### src/rtl/ps2_key_decoder_if.sv
// rtl/ps2_key_decoder_if.sv - FIFO link between ps2_keyboard (master) and ps2_key_decoder (slave)
interface ps2_fifo_if;
    logic [7:0] data;
    logic       ready;
    logic       overflow;
    logic       nextdata_n;

    modport master (output data, output ready, output overflow, input nextdata_n);
    modport slave  (input data, input ready, input overflow, output nextdata_n);
endinterface

### src/rtl/ps2_key_decoder.sv
// rtl/ps2_key_decoder.sv - set-2 scan code to key event decoder with prefix, held-key and ASCII tracking
module ps2_key_decoder #(
    parameter bit ASCII_EN = 1'b1
) (
    input  logic           clk,
    input  logic           clrn,
    ps2_fifo_if.slave      fifo,
    output logic           key_valid,
    output logic [7:0]     key_code,
    output logic           key_ext,
    output logic           key_break,
    output logic           key_repeat,
    output logic [7:0]     key_ascii,
    output logic           held,
    output logic [7:0]     press_count,
    output logic           sync_err
);

    typedef enum logic [1:0] {IDLE, POP, SETTLE} state_t;

    state_t     state_q;
    logic       nextdata_n_q;
    logic       key_valid_q, key_ext_q, key_break_q, key_repeat_q;
    logic [7:0] key_code_q, key_ascii_q, press_count_q;
    logic       held_q, sync_err_q;
    logic       pe_q, pb_q;
    logic [7:0] hcode_q;
    logic       hext_q;
    logic       hit;

    function automatic logic [7:0] ascii_of(input logic [7:0] c);
        logic [7:0] a;
        a = 8'h00;
        if (ASCII_EN) begin
            case (c)
                8'h1C: a = 8'h61; 8'h32: a = 8'h62; 8'h21: a = 8'h63; 8'h23: a = 8'h64;
                8'h24: a = 8'h65; 8'h2B: a = 8'h66; 8'h34: a = 8'h67; 8'h33: a = 8'h68;
                8'h43: a = 8'h69; 8'h3B: a = 8'h6A; 8'h42: a = 8'h6B; 8'h4B: a = 8'h6C;
                8'h3A: a = 8'h6D; 8'h31: a = 8'h6E; 8'h44: a = 8'h6F; 8'h4D: a = 8'h70;
                8'h15: a = 8'h71; 8'h2D: a = 8'h72; 8'h1B: a = 8'h73; 8'h2C: a = 8'h74;
                8'h3C: a = 8'h75; 8'h2A: a = 8'h76; 8'h1D: a = 8'h77; 8'h22: a = 8'h78;
                8'h35: a = 8'h79; 8'h1A: a = 8'h7A;
                8'h45: a = 8'h30; 8'h16: a = 8'h31; 8'h1E: a = 8'h32; 8'h26: a = 8'h33;
                8'h25: a = 8'h34; 8'h2E: a = 8'h35; 8'h36: a = 8'h36; 8'h3D: a = 8'h37;
                8'h3E: a = 8'h38; 8'h46: a = 8'h39;
                default: a = 8'h00;
            endcase
        end
        return a;
    endfunction

    // Keyboard status replies (BAT ok, ack, echo, resend) carry no key information.
    function automatic logic is_status(input logic [7:0] c);
        return (c == 8'hAA) || (c == 8'hFA) || (c == 8'hEE) || (c == 8'hFE);
    endfunction

    assign hit = held_q && (hcode_q == fifo.data) && (hext_q == pe_q);

    always_ff @(posedge clk or negedge clrn) begin
        if (!clrn) begin
            state_q       <= IDLE;
            nextdata_n_q  <= 1'b1;
            key_valid_q   <= 1'b0;
            key_code_q    <= 8'h00;
            key_ext_q     <= 1'b0;
            key_break_q   <= 1'b0;
            key_repeat_q  <= 1'b0;
            key_ascii_q   <= 8'h00;
            held_q        <= 1'b0;
            press_count_q <= 8'h00;
            sync_err_q    <= 1'b0;
            pe_q          <= 1'b0;
            pb_q          <= 1'b0;
            hcode_q       <= 8'h00;
            hext_q        <= 1'b0;
        end else begin
            key_valid_q  <= 1'b0;
            nextdata_n_q <= 1'b1;
            case (state_q)
                IDLE: begin
                    if (fifo.ready) begin
                        state_q      <= POP;
                        nextdata_n_q <= 1'b0;
                        if (fifo.data == 8'hE0 || fifo.data == 8'hF0) begin
                            // A prefix after F0 can never be legal: resynchronise on it.
                            if (pb_q) begin
                                pe_q       <= 1'b0;
                                pb_q       <= 1'b0;
                                sync_err_q <= 1'b1;
                            end else if (fifo.data == 8'hE0) begin
                                pe_q <= 1'b1;
                            end else begin
                                pb_q <= 1'b1;
                            end
                        end else if (!is_status(fifo.data)) begin
                            key_valid_q <= 1'b1;
                            key_code_q  <= fifo.data;
                            key_ext_q   <= pe_q;
                            key_break_q <= pb_q;
                            pe_q        <= 1'b0;
                            pb_q        <= 1'b0;
                            if (pb_q) begin
                                key_repeat_q <= 1'b0;
                                key_ascii_q  <= 8'h00;
                                if (hit) held_q <= 1'b0;
                            end else begin
                                key_repeat_q <= hit;
                                key_ascii_q  <= pe_q ? 8'h00 : ascii_of(fifo.data);
                                if (!hit) begin
                                    press_count_q <= press_count_q + 8'd1;
                                    held_q        <= 1'b1;
                                    hcode_q       <= fifo.data;
                                    hext_q        <= pe_q;
                                end
                            end
                        end
                    end
                end
                POP:     state_q <= SETTLE;
                SETTLE:  state_q <= IDLE;
                default: state_q <= IDLE;
            endcase
            // Placed last so an event in the same cycle still used the old prefixes.
            if (fifo.overflow) begin
                sync_err_q <= 1'b1;
                pe_q       <= 1'b0;
                pb_q       <= 1'b0;
            end
        end
    end

    assign fifo.nextdata_n = nextdata_n_q;
    assign key_valid       = key_valid_q;
    assign key_code        = key_code_q;
    assign key_ext         = key_ext_q;
    assign key_break       = key_break_q;
    assign key_repeat      = key_repeat_q;
    assign key_ascii       = key_ascii_q;
    assign held            = held_q;
    assign press_count     = press_count_q;
    assign sync_err        = sync_err_q;

endmodule

### src/flat_wrapper.sv
// flat-port wrapper written by rule: the top's interface ports become plain ports
module ps2_key_decoder_flat 
#(
    parameter bit ASCII_EN = 1'b1
)
  (clk, clrn, key_valid, key_code, key_ext, key_break, key_repeat, key_ascii, held, press_count, sync_err, fifo_data, fifo_ready, fifo_overflow, fifo_nextdata_n);
  ps2_fifo_if fifo_i ();
  input  logic clk;
  input  logic clrn;
  output logic key_valid;
  output logic [7:0] key_code;
  output logic key_ext;
  output logic key_break;
  output logic key_repeat;
  output logic [7:0] key_ascii;
  output logic held;
  output logic [7:0] press_count;
  output logic sync_err;
  input wire logic [$bits(fifo_i.data)-1:0] fifo_data;
  input wire logic [$bits(fifo_i.ready)-1:0] fifo_ready;
  input wire logic [$bits(fifo_i.overflow)-1:0] fifo_overflow;
  output wire logic [$bits(fifo_i.nextdata_n)-1:0] fifo_nextdata_n;
  assign fifo_i.data = fifo_data;
  assign fifo_i.ready = fifo_ready;
  assign fifo_i.overflow = fifo_overflow;
  assign fifo_nextdata_n = fifo_i.nextdata_n;
  ps2_key_decoder #(.ASCII_EN(ASCII_EN)) u_core (.clk(clk), .clrn(clrn), .fifo(fifo_i), .key_valid(key_valid), .key_code(key_code), .key_ext(key_ext), .key_break(key_break), .key_repeat(key_repeat), .key_ascii(key_ascii), .held(held), .press_count(press_count), .sync_err(sync_err));
endmodule
### config.mk
export PLATFORM = sky130hd
export DESIGN_NAME = ps2_key_decoder_flat
export DESIGN_NICKNAME = d
export VERILOG_FILES = /design/src/rtl/ps2_key_decoder_if.sv /design/src/rtl/ps2_key_decoder.sv /design/src/flat_wrapper.sv
export SDC_FILE = /design/constraint.sdc
export NUM_CORES = 1
export LEC_CHECK = 0
export CORE_MARGIN = 4
export CORE_UTILIZATION = 32
export CTS_CLUSTER_SIZE = 20
export DETAILED_ROUTE_END_ITERATION = 8
export PLACE_DENSITY = 0.54
export SLEW_MARGIN = 5
export SYNTH_ARGS = -nofsm -noshare
export SYNTH_HDL_FRONTEND = slang
export SYNTH_SLANG_ARGS = --single-unit
### constraint.sdc
create_clock -name clk -period 2.3 [get_ports clk]
set_input_delay 0.46 -clock clk [delete_from_list [all_inputs] [get_ports clk]]
set_output_delay 0.46 -clock clk [all_outputs]
set_load 0.01 [all_outputs]
**Yosys cells after proc, flatten, opt, wreduce, memory -nomap -nowiden**

Memory sizes are Yosys's and may differ from the RTL's.
Cells that the tools add are included.

- Flip-flop bits (word level): 44
- Latch bits: 0
- RAM bits: 0
- Memory bits (read-only): 896
- Input bits: 12
- Output and inout port bits: 31
- Logic and storage cells: 85
- Memories: 1

- Add/sub/neg operators: 1
- Multiply operators: 0
- Div/mod/pow operators: 0
- $lt $le $gt $ge: 0
- Eq/ne operators: 14
- Shifts and indexed selects: 0
- Mux-type cells: 33
- Bitwise gates (word level): 4
- Reductions and logical operators: 17

Memories:

| memory | depth | bits a word | rd ports | clocked after memory_dff | wr ports | line | text |
|---|---|---|---|---|---|---|---|
| (name not given) | 128 | 7 | 1 | 0 | 0 | ps2_key_decoder.sv:35 | `case (c)` |

Operator list:

| cell | count |
|---|---|
| $eq A8 B8 Y1 const B | 6 |
| $mux W1 | 28 |
| $mux W8 | 3 |
| $reduce_and A4 Y1 | 3 |
| $reduce_and A6 Y1 | 2 |
| $add A8 B1 Y8 const B | 1 |
| $eq A8 B8 Y1 | 1 |
| $reduce_bool A2 Y1 | 4 |
| $logic_or A1 B1 Y1 | 4 |
| $ne A2 B2 Y1 const B | 2 |
| $ne A4 B3 Y1 const B | 1 |
| $not A1 Y1 | 4 |
| $pmux W2 S2 | 1 |
| $ne A3 B2 Y1 const B | 1 |
| $reduce_and A3 Y1 | 1 |
| $eq A2 B1 Y1 const B | 1 |
| $logic_and A1 B1 Y1 | 2 |
| $logic_not A2 Y1 | 1 |
| $mux W2 | 1 |
| $ne A2 B1 Y1 const B | 1 |
| $eq A1 B1 Y1 | 1 |

**Depth between registers and ports, before layout**

- Word-level depth: 9
- Depth in mapped cells: 11
- Mapped depth without buffers: 8

**Worst setup path before layout**

Ideal clock, no wire load.

- Path kind: in2reg
- From: input port fifo_data[6]
- To: register u_core.hcode_q[2]
- Data arrival time: 2.231 ns
- Data required time: 2.175 ns
- Slack: -0.055 ns
- Stages: 9
- Path buffers: 2
- Cells stage by stage: buf_1 -> xnor2_1 -> nand4_1 -> or3_1 -> ha_1 -> o311ai_2 -> nor2_1 -> buf_4 -> mux2_2

- Cells in the longest elaborated chain, start to end: 6
- Elaborated cells between the ends (all ways): 17

Ends and longest elaborated chain:

| item | line | text |
|---|---|---|
| start: declaration | flat_wrapper.sv:19 | `input wire logic [$bits(fifo_i.data)-1:0] fifo_data;` |
| $eq A8 B8 Y1 | ps2_key_decoder.sv:54 | `return (c == 8'hAA) \|\| (c == 8'hFA) \|\| (c == 8'hEE) \|\| (c == 8'hFE);` |
| $logic_or A1 B1 Y1 (3 in a row) | ps2_key_decoder.sv:54 |  |
| $not A1 Y1 (no source line) | -- |  |
| $reduce_and A6 Y1 (no source line) * | -- |  |
| end signal: assignment | ps2_key_decoder.sv:112 | `hcode_q <= fifo.data;` |
| end: declaration | ps2_key_decoder.sv:27 | `logic [7:0] hcode_q;` |

Mark *: on every way between the ends. The rest lies on a longest branch, timed or not.
A chain may end at the register's enable or synchronous reset.

**Final worst setup path**

- From: input port fifo_ready
- To: register u_core.key_ascii_q[5] (netlist: u_core.key_ascii[5])

- Cells in the longest elaborated chain, start to end: 1

Ends and longest elaborated chain:

| item | line | text |
|---|---|---|
| start: declaration | flat_wrapper.sv:20 | `input wire logic [$bits(fifo_i.ready)-1:0] fifo_ready;` |
| $reduce_and A4 Y1 (no source line) | -- |  |
| end signal: assignment | ps2_key_decoder.sv:108 | `key_ascii_q <= pe_q ? 8'h00 : ascii_of(fifo.data);` |
| end: declaration | ps2_key_decoder.sv:24 | `logic [7:0] key_code_q, key_ascii_q, press_count_q;` |

Every way passes these cells.

==> summary.txt <==
Post-synth top flop: dfrtp_1
YS warnings: 0
CTS tree: yes
Most instantiated library cell after synthesis: dfrtp_1
Row cnt: 32
Synth Area in Compound Gates: 17.8%
Crit end category: register
GRT Util Overall: 15.2%
Drt pass-1 iters: 4
Sequential cell area: 1080 um2
Commonest cells post-synth: dfrtp_1 (42), nand2_1 (41), o21ai_0 (21)
Worst IR Drop VDD: 0.268 mV
Vias post-DR: 2352
Post-synthesis simple-gate area fraction: 20.5%
Die Height: 98.1 um
Relative slew slack: 63.8%
Initial antenna violation count: 0
Fmax: 460 MHz
Top-area cell type share of the netlist area: 40.5%
CP max FO: 7
Leakage: 1.51 nW
CP Cell Sequence: clkdlybuf4s50_1, nor3b_4, buf_4, inv_2, or4_1, buf_4, nor2b_4, o311ai_1, o211ai_2
Io pins: 43
Largest family of logic cells by synthesized area: simple AND/OR/NAND/NOR gates
Post-synth EDFFs: 0
DRC errors left: 0
Max-cap check violation count: 0
Max incr delay on CP: 450 ps
Wire per inst: 15.5 um
Total core area: 7810 um2
P per Cell Area: 671 nW/um2
# setup viols final: 0
Worst min path class: input port to async pin
Post-Syn Area: 2590 um2
Min Tclk post-route: 2170 ps
Initial DRC count: 201
DR vias/cell: 5.18
Yosys top cell by area: dfrtp_1
Reg2Reg Depth: 9
Worst Max-Slew Pin Slew: 542 ps
Initial Utilization: 33.2%
Filler instances: 777
R2R Path End: u_core.press_count[7]
Status: complete, no violations
R2R setup slack: 180 ps
Clk Latency, worst-skew pair: 300 ps
Cell mode on critical path: buf_4
Post-Synth Adder-Cell Area: 4.82%
Syn_nets: 297
Arr. time, crit path: 2410 ps
Core Util, Final: 44.9%
Post-DP HPWL: 5320 um
CP Class: input port to register
RSZ-0062 raised after global routing: no
Root Buffer: clkbuf_8
Drt total wl: 7030 um
Clock tree sinks: 43
Final Hold Viols: 0
Vias in the first global route: 2302
Num CTS Buffers: 5
Synth Instances: 275
Layout Nets: 373
Tcrit/Tclk final: 94.5%
Clock transition at path regs: 100 ps
Slowest-stage cell, CP: clkdlybuf4s50_1
Worst r2r src: u_core.pe_q
Clock Skews: 11.3 ps
Synth top area cells: dfrtp_1 (41%), nand2_1 (5.9%), xnor2_1 (5.1%)
CTS Buffer Depth: 2
Multi-input logic area: 1420 um2
Critical path origin: fifo_ready
Largest net degree at the start of global routing: 44
Average instance area after synthesis: 9.44 um2
CP required: 2530 ps
Ys async rst share: 100%
Sequential area share after synthesis: 41.5%
Final Slew Violations: 0
Die Wd: 98.1 um
GPL Wtd Cong: 0.902
Synth unique cells: 62
Synth-to-Final Area Change: 35.1%
Port-buffer cells: 41
Element type at the critical path start: input port
Grt ovf: 0
Die ar.: 9610 um2
Ant diodes: 0
#FFs+latches synth: 43
H-tree depth: 2
First-pass GRT wire length: 11800 um
Mux contribution to synthesized area: 5.11%
Synth Area in XOR/XNOR: 5.40%
Antenna viol nets, final: 0
Total power: 0.00235 W
Fraction of layout cells with a size suffix above 1: 22.7%
## routing by layer
metal	routed length, um	global-route usage [%]
met2	3300	24.3
met3	365	2.57
met4	87	4.37
met1	3280	21.3
met5	0	0
## worst max path at each step
stage,cells after the start,slack [ps],to
3_3_place_gp,8,-480,u_core.hcode_q[4]
6_report,9,130,u_core.key_ascii[5]
2_1_floorplan,10,40,u_core.hcode_q[2]
3_5_place_dp,8,-560,u_core.press_count[1]
5_1_grt,10,40,u_core.press_count[7]
4_1_cts,10,10,u_core.press_count[7]
## layout by cell type (no fill, tap or decap), types with 3 or more instances in the layout
cell,count
a21oi_1,12
xnor2_1,14
o21ai_0,21
and2_1,3
nor2b_1,5
nand4_1,9
dfrtp_1,42
a211oi_1,4
buf_4,46
nor3_1,5
nor2_1,7
clkbuf_8,5
clkdlybuf4s50_1,32
a211o_1,3
o211ai_1,4
nand2b_1,6
dlygate4sd2_1,6
mux2_2,8
nand2_1,41
nand3_1,6
ha_1,9
inv_1,4
## area by class of cell
class,instances,area share [%]
Inverter,7,0.749
Clock inverter,3,0.678
Clock buffer,5,1.96
Multi-Input combinational cell,206,40.3
Tap cell,102,3.64
Timing Repair Buffer,88,21.9
Sequential cell,43,30.7
## per-stage QoR
step | instance area (um2) | worst slack, ps | TNS, ps | hold slack (ps) | cells
global placement | 3390 | -476 | -9490 | 460 | 445
global route | 3510 | 41.4 | 0 | 246 | 454
CTS | 3500 | 10.6 | 0 | 227 | 454
floorplan | 2600 | 40.3 | 0 | 164 | 275
finish | 3510 | 127 | 0 | 197 | 454
detailed placement | 3390 | -563 | -10470 | 472 | 445
## worst max-delay path: cells and delay by family
family | cells | cell delay [ps]
buffers and inverters | 4 | 850
and+or+nand+nor | 3 | 870
AOI/OAI and AO/OA | 2 | 230
## flip-flops by register name, summed over array words and instances, names as in the netlist
signal and cells:
u_core.fifo.nextdata_n 1, u_core.hcode_q 8, u_core.held 1, u_core.hext_q 1
u_core.key_ascii 7, u_core.key_break 1, u_core.key_code 8, u_core.key_ext 1
u_core.key_repeat 1, u_core.key_valid 1, u_core.pb_q 1, u_core.pe_q 1
u_core.press_count 8, u_core.state_q 2, u_core.sync_err 1
## kinds of logic (layout without fill, tap and decap cells)
family,count (synthesis),after routing
adders and majority gates,10,10
xor gates and xnor gates,16,16
AOI/OAI and AO/OA,68,68
DFF,43,43
and+or+nand+nor,100,100
buffers and inverters,26,103
muxes,11,11
other,1,1
## report_power, final
| part | switching (W) | internal [W] | leakage (nW) | total, W |
|---|---|---|---|---|
| Sequential | 0.000123 | 0.000908 | 0.544 | 0.00103 |
| Clock | 0.000295 | 0.000218 | 0.0408 | 0.000513 |
| Combinational | 0.000361 | 0.000447 | 0.929 | 0.000808 |
## timing repair
action | in CTS | in global routing
buffers inserted | 1 | 0
endpoints found under the setup margin | 15 | 11
gates resized for setup | 9 | 3
hold buffers | 0 | 0
pin swaps | 2 | 2
No activity file was read; power rests on OpenSTA's default activity.
